## src/rtl/down_counter_ctrl_pkg.sv

```systemverilog
`default_nettype none
// ============================================================================
// Module      : down_counter_ctrl_pkg
// Description : Shared definitions for the down counter controller: the
//               controller state encoding and the default widths used by
//               the top level and its prescaler.
// Revision    : 1.0 - initial release
// ============================================================================
package down_counter_ctrl_pkg;

    // Default width of the programmed period / counter value.
    localparam int DEF_WIDTH = 4;

    // Default width of the decrement-rate prescaler.
    localparam int DEF_PRE_W = 8;

    // Controller states. Encoding is fixed so that it stays stable across
    // tools and is recognisable on a waveform.
    typedef enum logic [1:0] {
        ST_IDLE = 2'd0,
        ST_LOAD = 2'd1,
        ST_RUN  = 2'd2
    } state_e;

    // A sequence is in progress whenever the controller has left IDLE.
    function automatic logic state_is_busy(input state_e s);
        return (s != ST_IDLE);
    endfunction

endpackage : down_counter_ctrl_pkg
`default_nettype wire

```

## src/rtl/dc_prescaler.sv

```systemverilog
`default_nettype none
// ============================================================================
// Module      : dc_prescaler
// Description : Loadable down-divider. Counts down from a loaded value while
//               enabled and produces a one-cycle tick when the count is zero.
//               The count is reloaded from 'value' on a tick or on 'load',
//               so it never wraps below zero. With value P and enable held
//               high, ticks are spaced P+1 cycles apart.
//
// Ports       : clk    - rising-edge clock
//               rst_n  - asynchronous active-low reset (count -> 0)
//               load   - reload the count from 'value' on the next edge
//               enable - allow counting / ticking this cycle
//               value  - reload value P
//               tick   - high when count == 0 and enable == 1
// Revision    : 1.0 - initial release
// ============================================================================
module dc_prescaler #(
    parameter int PRE_W = 8
) (
    input  logic             clk,
    input  logic             rst_n,
    input  logic             load,
    input  logic             enable,
    input  logic [PRE_W-1:0] value,
    output logic             tick
);

    logic [PRE_W-1:0] cnt_q;
    logic [PRE_W-1:0] cnt_d;

    assign tick = enable && (cnt_q == '0);

    // A tick only happens at zero, so the decrement branch never sees zero
    // and the counter cannot underflow.
    always_comb begin
        cnt_d = cnt_q;
        if (load || tick) begin
            cnt_d = value;
        end else if (enable) begin
            cnt_d = cnt_q - PRE_W'(1);
        end
    end

    always_ff @(posedge clk or negedge rst_n) begin
        if (!rst_n) begin
            cnt_q <= '0;
        end else begin
            cnt_q <= cnt_d;
        end
    end

endmodule : dc_prescaler
`default_nettype wire

```

## src/rtl/down_counter_ctrl.sv

```systemverilog
`default_nettype none
// ============================================================================
// Module      : down_counter_ctrl
// Description : Initiator-side controller for a down counter. On an accepted
//               start it captures period N, prescale P and the reload mode,
//               strobes 'latch' for one cycle to load N into the counter,
//               then issues 'dec' pulses every P+1 cycles until the counter
//               reports zero, at which point it pulses 'done'. In reload
//               mode the sequence restarts from LOAD; in one-shot mode it
//               returns to IDLE. 'abort' returns to IDLE from any state.
//
// Ports       : clk      - rising-edge clock
//               rst_n    - asynchronous active-low reset
//               start    - begin a sequence (sampled only in IDLE)
//               period   - count value N, captured on accepted start
//               prescale - dec spacing divider P, captured on accepted start
//               reload   - 1 = auto-reload, 0 = one-shot
//               abort    - terminate any sequence, return to IDLE
//               zero     - registered zero flag from the down counter
//               cnt_in   - value for the counter IN port (captured N)
//               latch    - counter load strobe
//               dec      - counter decrement strobe
//               busy     - high whenever not IDLE
//               done     - one-cycle pulse when the counter reaches zero
// Revision    : 1.0 - initial release
// ============================================================================
module down_counter_ctrl
    import down_counter_ctrl_pkg::*;
#(
    parameter int WIDTH = DEF_WIDTH,
    parameter int PRE_W = DEF_PRE_W
) (
    input  logic             clk,
    input  logic             rst_n,
    input  logic             start,
    input  logic [WIDTH-1:0] period,
    input  logic [PRE_W-1:0] prescale,
    input  logic             reload,
    input  logic             abort,
    input  logic             zero,
    output logic [WIDTH-1:0] cnt_in,
    output logic             latch,
    output logic             dec,
    output logic             busy,
    output logic             done
);

    // ------------------------------------------------------------------
    // State and captured configuration
    // ------------------------------------------------------------------
    state_e           state_q;
    state_e           state_d;
    logic [WIDTH-1:0] period_q;
    logic [WIDTH-1:0] period_d;
    logic [PRE_W-1:0] pre_q;
    logic [PRE_W-1:0] pre_d;
    logic             mode_q;
    logic             mode_d;

    // Prescaler control
    logic             ps_load;
    logic             ps_enable;
    logic [PRE_W-1:0] ps_value;
    logic             ps_tick;

    dc_prescaler #(
        .PRE_W (PRE_W)
    ) u_prescaler (
        .clk    (clk),
        .rst_n  (rst_n),
        .load   (ps_load),
        .enable (ps_enable),
        .value  (ps_value),
        .tick   (ps_tick)
    );

    assign cnt_in = period_q;
    assign busy   = state_is_busy(state_q);

    // ------------------------------------------------------------------
    // Next-state and output logic
    // ------------------------------------------------------------------
    always_comb begin
        state_d   = state_q;
        period_d  = period_q;
        pre_d     = pre_q;
        mode_d    = mode_q;
        latch     = 1'b0;
        dec       = 1'b0;
        done      = 1'b0;
        ps_load   = 1'b0;
        ps_enable = 1'b0;
        ps_value  = pre_q;

        case (state_q)
            ST_IDLE: begin
                if (start) begin
                    period_d = period;
                    pre_d    = prescale;
                    mode_d   = reload;
                    // The prescaler is loaded from the live input because
                    // pre_q only takes the new value on this same edge.
                    ps_load  = 1'b1;
                    ps_value = prescale;
                    state_d  = ST_LOAD;
                end
            end

            ST_LOAD: begin
                latch   = 1'b1;
                state_d = ST_RUN;
            end

            ST_RUN: begin
                if (zero) begin
                    // Mealy on the registered zero flag: completion is
                    // reported in the first cycle zero is seen.
                    done = 1'b1;
                    if (mode_q) begin
                        // Re-arm the prescaler so the next run starts with
                        // a full P-cycle wait before its first dec.
                        ps_load = 1'b1;
                        state_d = ST_LOAD;
                    end else begin
                        state_d = ST_IDLE;
                    end
                end else begin
                    ps_enable = 1'b1;
                    dec       = ps_tick;
                end
            end

            default: begin
                state_d = ST_IDLE;
            end
        endcase

        // Abort overrides everything, including a start in IDLE: strobes
        // are suppressed in the abort cycle and the mode is cleared so no
        // reload can follow.
        if (abort) begin
            state_d   = ST_IDLE;
            period_d  = period_q;
            pre_d     = pre_q;
            mode_d    = 1'b0;
            latch     = 1'b0;
            dec       = 1'b0;
            done      = 1'b0;
            ps_load   = 1'b0;
            ps_enable = 1'b0;
        end
    end

    // ------------------------------------------------------------------
    // Registers
    // ------------------------------------------------------------------
    always_ff @(posedge clk or negedge rst_n) begin
        if (!rst_n) begin
            state_q  <= ST_IDLE;
            period_q <= '0;
            pre_q    <= '0;
            mode_q   <= 1'b0;
        end else begin
            state_q  <= state_d;
            period_q <= period_d;
            pre_q    <= pre_d;
            mode_q   <= mode_d;
        end
    end

endmodule : down_counter_ctrl
`default_nettype wire

```

## config.mk

```make
export PLATFORM = sky130hd
export DESIGN_NAME = down_counter_ctrl
export DESIGN_NICKNAME = d
export VERILOG_FILES = /design/src/rtl/down_counter_ctrl_pkg.sv /design/src/rtl/dc_prescaler.sv /design/src/rtl/down_counter_ctrl.sv
export SDC_FILE = /design/constraint.sdc
export NUM_CORES = 1
export LEC_CHECK = 0
export CORE_ASPECT_RATIO = 1.5
export CORE_MARGIN = 2
export CORE_UTILIZATION = 50
export CTS_CLUSTER_SIZE = 25
export DETAILED_ROUTE_END_ITERATION = 8
export GPL_TIMING_DRIVEN = 0
export PLACE_DENSITY = 0.88
export SLEW_MARGIN = 20
export SYNTH_ARGS = -nofsm -noshare
export SYNTH_HDL_FRONTEND = slang
export SYNTH_SLANG_ARGS = --single-unit
export TNS_END_PERCENT = 5
```

## constraint.sdc

```tcl
create_clock -name clk -period 2 [get_ports clk]
set_input_delay 0.5 -clock clk [delete_from_list [all_inputs] [get_ports clk]]
set_output_delay 0.5 -clock clk [all_outputs]
set_load 0.05 [all_outputs]
```

==> results by group, run 1 <==
Status
  • Status: finished, violations left
  • Failing checks: negative setup slack

Floorplanning
  • Die area: 2890 um2
  • Starting Density: 0.515
  • Core Footprint: 2390 um2
  • IO Pins: 26
  • Chip width: 44.5 um
  • Die height: 64.8 um
  • Row cnt: 22

Global routing
  • GR Util met2: 0.281
  • Largest net degree at the start of global routing: 24
  • GR Util All Layers: 0.168
  • M1 GR Usage: 0.200
  • Vias in the first global route: 841
  • Global routing usage on met3: 0.0167
  • First-pass GRT wire length: 3530 um
  • Remaining Overflow, GRT: 0
  • Initial antenna violation count: 0
  • GR peak layer: met2

Placed design
  • Placed instance area: 1520 um2
  • IO Port Bufs: 25
  • Gpl congestion: 0.691
  • Post-DP HPWL: 1660 um

Clocking
  • CTS sink cnt: 23
  • CTS Root Buffer Type: clkbuf_4
  • Skew-Pair Late Insertion Delay: 0.31 ns
  • Number of H-tree levels: 1
  • CTS Buffer Depth: 2
  • Hold-fix buffers at CTS: 0
  • CTS tree: built
  • Num CTS Buffers: 3
  • Clk slew on worst S/H paths: 0.12 ns

Synthesis
  • Warnings, synthesis: 0
  • Main synth FF type: dfrtp_1
  • Syn nets: 119
  • Yosys top cell by area: dfrtp_1
  • Synth Instances: 99
  • Synthesized cell area: 1230 um2
  • Count of cell types in the netlist: 29
  • EDFF count, synth: 0
  • Average size of a mapped cell: 12.4 um2
  • Seq/Total Area, Yosys: 0.467
  • Most common cell in the synthesized netlist: dfrtp_1
  • Post-synth ARST share: 1.00
  • Top-area cell type share of the netlist area: 0.467
  • Synth top area cells: dfrtp_1 47%, mux2i_1 13%, mux2_2 11%
  • Commonest cells post-synth: 23 x dfrtp_1, 16 x mux2i_1, 12 x mux2_2
  • Flops & latches, synth: 23

Route
  • Starting DRT DRC Count: 15
  • DRT antenna net count: 0
  • Vias: 826
  • DRC violations left: 0
  • WL/cell: 13.6 um
  • First-pass DRT Iterations: 4
  • WL final: 2100 um
  • Vias/cell: 5.36

STA
  • Fmax: 497 MHz
  • Post-route setup TNS: -0.0162 ns
  • Setup Skew: 0.00614 ns
  • # setup viols final: 2
  • Fin. max-slew vios: 0
  • Min cycle time layout: 2.01 ns
  • Final Hold Vio Count: 0
  • RSZ-0062 raised after global routing: true
  • Period Utilization, post-route: 1.01
  • Worst setup margin: -0.0113 ns
  • Worst Tran Pin Value: 0.504 ns
  • Relative slew slack: 0.664

Hold path
  • Worst Hold Class: input port to async pin

Worst setup path
  • Slowest cell on crit path: dfrtp_1
  • Worst path top cell family by delay: buffers and inverters
  • Critical path cell sequence: or2_1 -> buf_2 -> clkdlybuf4s15_2
  • Worst Reg-to-Reg Cells: 5
  • CP Launch Type: register
  • R2R Path Start: state_q[0]$_DFFE_PN0P_
  • WP buf/inv: 2
  • Critical Path AT: 1.51 ns
  • Critical Path Sink Type: output port
  • Max FO, Critical Path: 4
  • WP data required: 1.50 ns
  • R2R Setup Slk: 0.32 ns
  • Worst reg2reg path endpoint: pre_q[7]$_DFFE_PN0N_
  • Max incr delay on CP: 0.45 ns
  • CP Class: register to output port

Final layout
  • Fin area: 1570 um2
  • Inserted Diodes: 0
  • Layout cell share with drive strength beyond 1: 0.262
  • Nets@finish: 151
  • Area growth from synthesis to layout: 27.1%

Power
  • Power per cell area: 873 nW/um2
  • Static Leak: 0.000702 uW
  • Power Total: 1370 uW
  • Worst VDD drop: 0.000589 V

Job
  • Max Cap Viol: 0
==> area by class of cell <==
| type | count | area, um2 |
|---|---|---|
| clock buffers | 4 | 26.3 |
| multi-input cells | 68 | 622 |
| inverters | 4 | 15.0 |
| well taps | 24 | 30.0 |
| plain buffers | 4 | 35.0 |
| flip-flops and latches | 23 | 576 |
| repair buffers | 27 | 263 |
| fillers | 181 | 828 |
==> flip-flops by register name, summed over array words and instances (netlist names) <==
| signal | count |
|---|---|
| cnt_in | 4 |
| mode_q | 1 |
| state_q | 2 |
| pre_q | 8 |
| u_prescaler.cnt_q | 8 |
==> layout by cell type (no fill, tap or decap), types with 4 or more instances in the layout <==
cell type        count
dfrtp_1             23
mux2i_1             16
clkdlybuf4s50_1     14
mux2_2              12
xor2_1               5
nand2_1              5
inv_1                4
nor2_1               4
==> repair_timing <==
item | 4_1_cts | 5_1_grt
endpoints found under the hold margin | 0 | 0
endpoints found under the setup margin | 5 | 6
resized for setup | 21 | 5
buffers inserted | 0 | 2
pin swaps | 2 | 1
==> per-stage QoR <==
step | utilization | hold WS, ns | cells | worst slack [ns]
after floorplan | - | 0.204 | 99 | 0.156
after global placement | 0.634 | 0.488 | 148 | -0.940
after detailed placement | 0.634 | 0.495 | 148 | -0.958
after CTS | 0.649 | 0.523 | 152 | -0.0698
after global routing | 0.654 | 0.160 | 154 | -0.0910
final | 0.654 | 0.140 | 154 | -0.0113
==> power breakdown <==
part	total [uW]	leakage, uW	switching (uW)	internal (uW)
sequential	687	0.000275	106	581
clock	209	0.0000150	131	77.8
combinational	472	0.000412	234	238
total	1370	0.000702	472	897
==> cells by family (layout without fill, tap and decap cells) <==
logic type | after synthesis | after routing | share of synthesized area
adder cells (fa/ha/maj) | 2 | 2 | 0.0203
multiplexers | 28 | 28 | 0.240
buffers and inverters | 8 | 39 | 0.0406
XOR/XNOR | 6 | 6 | 0.0426
flip-flops | 23 | 23 | 0.467
AND/OR/NAND/NOR | 28 | 28 | 0.171
AO/OA/AOI/OAI | 4 | 4 | 0.0193
==> how the worst max path moves through the flow <==
stage                                                 from                          endpoint  slack, ns  cells after the start
after floorplan           u_prescaler.cnt_q[0]$_DFFE_PN0P_  u_prescaler.cnt_q[0]$_DFFE_PN0P_       0.16                      7
after global placement                               abort                               dec      -0.94                      4
after detailed placement                             abort                               dec      -0.96                      4
after CTS                                            abort                               dec      -0.07                      4
after global routing      u_prescaler.cnt_q[0]$_DFFE_PN0P_                               dec      -0.09                      5
final                               state_q[0]$_DFFE_PN0P_                              busy      -0.01                      3
==> routing by layer <==
layer  routed length, um  part of all wire
met2                1200              0.57
met1                 828              0.39
met4                  21             0.010
met3                  46             0.022
met5                   0                 0
Power figures use the tool's default switching activity.
==> run 2, diff against run 1 <==
ABC_AREA = 1   (was unset)
CORE_UTILIZATION = 40   (was 50)
PLACE_DENSITY = 0.73   (was 0.88)
==> run 2 against run 1 <==
  * The run now ends clean
  * Die area is 34% higher
  * Register-to-register slack better by 0.24 ns
  * Global-route usage is 1.4 points lower
  * First-iteration DRC count is 67% higher
  * Power is 18% higher
  * Routed wire length is 22% higher
  * Clock skew is 0.0040 ns lower
  * Cell count is 60% higher
  * Clock power is 33% higher
  * Largest cell class unchanged
  * Highest routed layer unchanged
==> results by group, run 2 <==
Synthesis
  • Most common cell in the synthesized netlist: nand2_1
  • Syn nets: 192
  • Synth Area in XOR/XNOR: 0.0194
  • EDFF count, synth: 0
  • Seq/Total Area, Yosys: 0.425
  • Commonest cells post-synth: 38 x nand2_1, 23 x dfrtp_1, 22 x inv_1
  • Yosys top cell by area: dfrtp_1
  • Largest family of logic cells by synthesized area: simple AND/OR/NAND/NOR gates
  • Synthesized cell area: 1360 um2
  • Synth Area in Adders: 0.0185
  • Synth Area in Compound Gates: 0.0665
  • Warnings, synthesis: 0
  • Average size of a mapped cell: 7.88 um2
  • Post-synth ARST share: 1.00
  • Flops & latches, synth: 23
  • Post-synthesis simple-gate area fraction: 0.332
  • Main synth FF type: dfrtp_1
  • Synth top area cells: dfrtp_1 42%, nand2_1 11%, inv_1 6.1%
  • Count of cell types in the netlist: 23
  • Multiplexer area fraction after synthesis: 0.0443
  • Top-area cell type share of the netlist area: 0.425
  • Synth Instances: 172

Placed design
  • IO Port Bufs: 25
  • Post-DP HPWL: 1970 um
  • Gpl congestion: 0.802

Final layout
  • Nets@finish: 227
  • Area growth from synthesis to layout: 28.3%
  • Layout cell share with drive strength beyond 1: 0.209
  • Inserted Diodes: 0
  • Most common cell after layout, fill and taps aside: nand2_1
  • Fillers: 321
  • Leading cell types in the layout, fill and taps excluded: 37 x nand2_1, 23 x dfrtp_1, 21 x nor2_1

STA
  • Fin. max-slew vios: 0
  • Relative slew slack: 0.659
  • Final Hold Vio Count: 0
  • Setup Skew: 0.00214 ns
  • Worst Tran Pin Value: 0.511 ns
  • Post-route setup TNS: 0 ns
  • # setup viols final: 0
  • Period Utilization, post-route: 0.959
  • Min cycle time layout: 1.92 ns
  • Fmax: 521 MHz

Worst setup path
  • R2R Path Start: u_prescaler.cnt_q[0]$_DFFE_PN0P_
  • R2R Setup Slk: 0.56 ns
  • Worst Reg-to-Reg Cells: 10
  • WP data required: 1.50 ns
  • CP Class: register to output port
  • Slowest cell on crit path: clkdlybuf4s50_1
  • Critical Path Sink Type: output port
  • WP buf/inv: 1
  • Max incr delay on CP: 0.80 ns
  • Critical path cell sequence: clkdlybuf4s50_1
  • Worst path top cell family by delay: buffers and inverters
  • Max FO, Critical Path: 2
  • CP Launch Type: register
  • Critical Path AT: 1.42 ns
  • Worst reg2reg path endpoint: u_prescaler.cnt_q[5]$_DFFE_PN0P_

Clocking
  • CTS Root Buffer Type: clkbuf_8
  • Number of H-tree levels: 1
  • Skew-Pair Late Insertion Delay: 0.26 ns
  • Hold-fix buffers at CTS: 0
  • CTS sink cnt: 23
  • CTS tree: built
  • CTS Buffer Depth: 2
  • Clk slew on worst S/H paths: 0.08 ns
  • Num CTS Buffers: 3

Global routing
  • Vias in the first global route: 1,115
  • Largest net degree at the start of global routing: 24
  • First-pass GRT wire length: 4630 um
  • GR Util All Layers: 0.154
  • Remaining Overflow, GRT: 0
  • Initial antenna violation count: 0

Route
  • Starting DRT DRC Count: 25
  • First-pass DRT Iterations: 4
  • DRT antenna net count: 0
  • Vias: 1,165
  • WL final: 2560 um
  • WL/cell: 10.4 um
  • DRC violations left: 0
  • Vias/cell: 4.74

Job
  • Max Cap Viol: 0

Floorplanning
  • Core Footprint: 3190 um2
  • Chip width: 51.5 um
  • IO Pins: 26
  • Die area: 3880 um2
  • Row cnt: 25
  • Die height: 75.3 um
  • Starting Density: 0.425

Power
  • Power Total: 1610 uW
  • Static Leak: 0.000887 uW
  • Worst VDD drop: 0.000557 V
  • Power per cell area: 926 nW/um2

Hold path
  • Worst Hold Class: input port to async pin

Status
  • Status: completed
run 2: cell types whose count changed after synthesis, moves of 12 or more:
cell and delta:
mux2_2 -12, inv_1 +18, mux2i_1 -16, nand2_1 +33
nor2_1 +17, o21ai_0 +12
run 2: metal layers:
metal / part of all wire / up-vias / track usage
met5: 0 / - / 0
met1: 0.44 / 536 / 0.193
met3: 0.017 / 2 / 0.0179
met2: 0.54 / 15 / 0.272
li1: - / 612 / -
met4: 0.011 / 0 / 0.0526
run 2: how the worst max path moves through the flow:
stage / start / to / slack [ns] / depth (start not counted)
after floorplan: abort / latch / -0.13 / 1
after global placement: abort / dec / -0.84 / 7
after detailed placement: abort / dec / -0.83 / 7
after CTS: u_prescaler.cnt_q[0]$_DFFE_PN0P_ / dec / -0.009 / 7
after global routing: u_prescaler.cnt_q[0]$_DFFE_PN0P_ / dec / -0.02 / 7
final: cnt_in[2]$_DFFE_PN0P_ / cnt_in[2] / 0.08 / 1
run 2: kinds of logic (layout without fill, tap and decap cells):
| group | count (synthesis) | in the layout |
|---|---|---|
| compound gates | 18 | 18 |
| xor+xnor | 3 | 3 |
| fa+ha+maj | 2 | 2 |
| buf+inv | 31 | 65 |
| flops | 23 | 23 |
| mux | 4 | 4 |
| simple gates | 91 | 91 |
run 2: repair_timing:
item	in CTS	in global routing
setup buffers	1	4
gates cloned	0	0
gates resized for setup	25	0
setup endpoints to repair	4	1
pin swaps	3	2
run 2: stage by stage:
step	util	cell area [um2]	cells	setup WS (ns)	hold slack, ns
after CTS	0.537	1710	242	-0.00900	0.494
after detailed placement	0.520	1660	237	-0.830	0.475
after floorplan	-	1360	172	-0.127	0.204
final	0.545	1740	246	0.0814	0.204
after global routing	0.545	1740	246	-0.0185	0.235
after global placement	0.520	1660	237	-0.837	0.467
run 2: report_power, final:
part / switching (uW) / internal, uW / leakage, uW / total [uW]
logic: 391 / 267 / 0.000577 / 658
clock network: 140 / 139 / 0.0000255 / 279
registers: 90.4 / 584 / 0.000285 / 674
total: 621 / 989 / 0.000887 / 1610
run 2: final cells by class:
type	count	area, um2	area share
inverters	28	106	0.0612
clock buffers	3	41.3	0.0237
well taps	40	50.0	0.0288
multi-input cells	118	659	0.379
repair buffers	30	280	0.161
clock inverters	1	5.00	0.00288
plain buffers	3	21.3	0.0122
flip-flops and latches	23	576	0.331
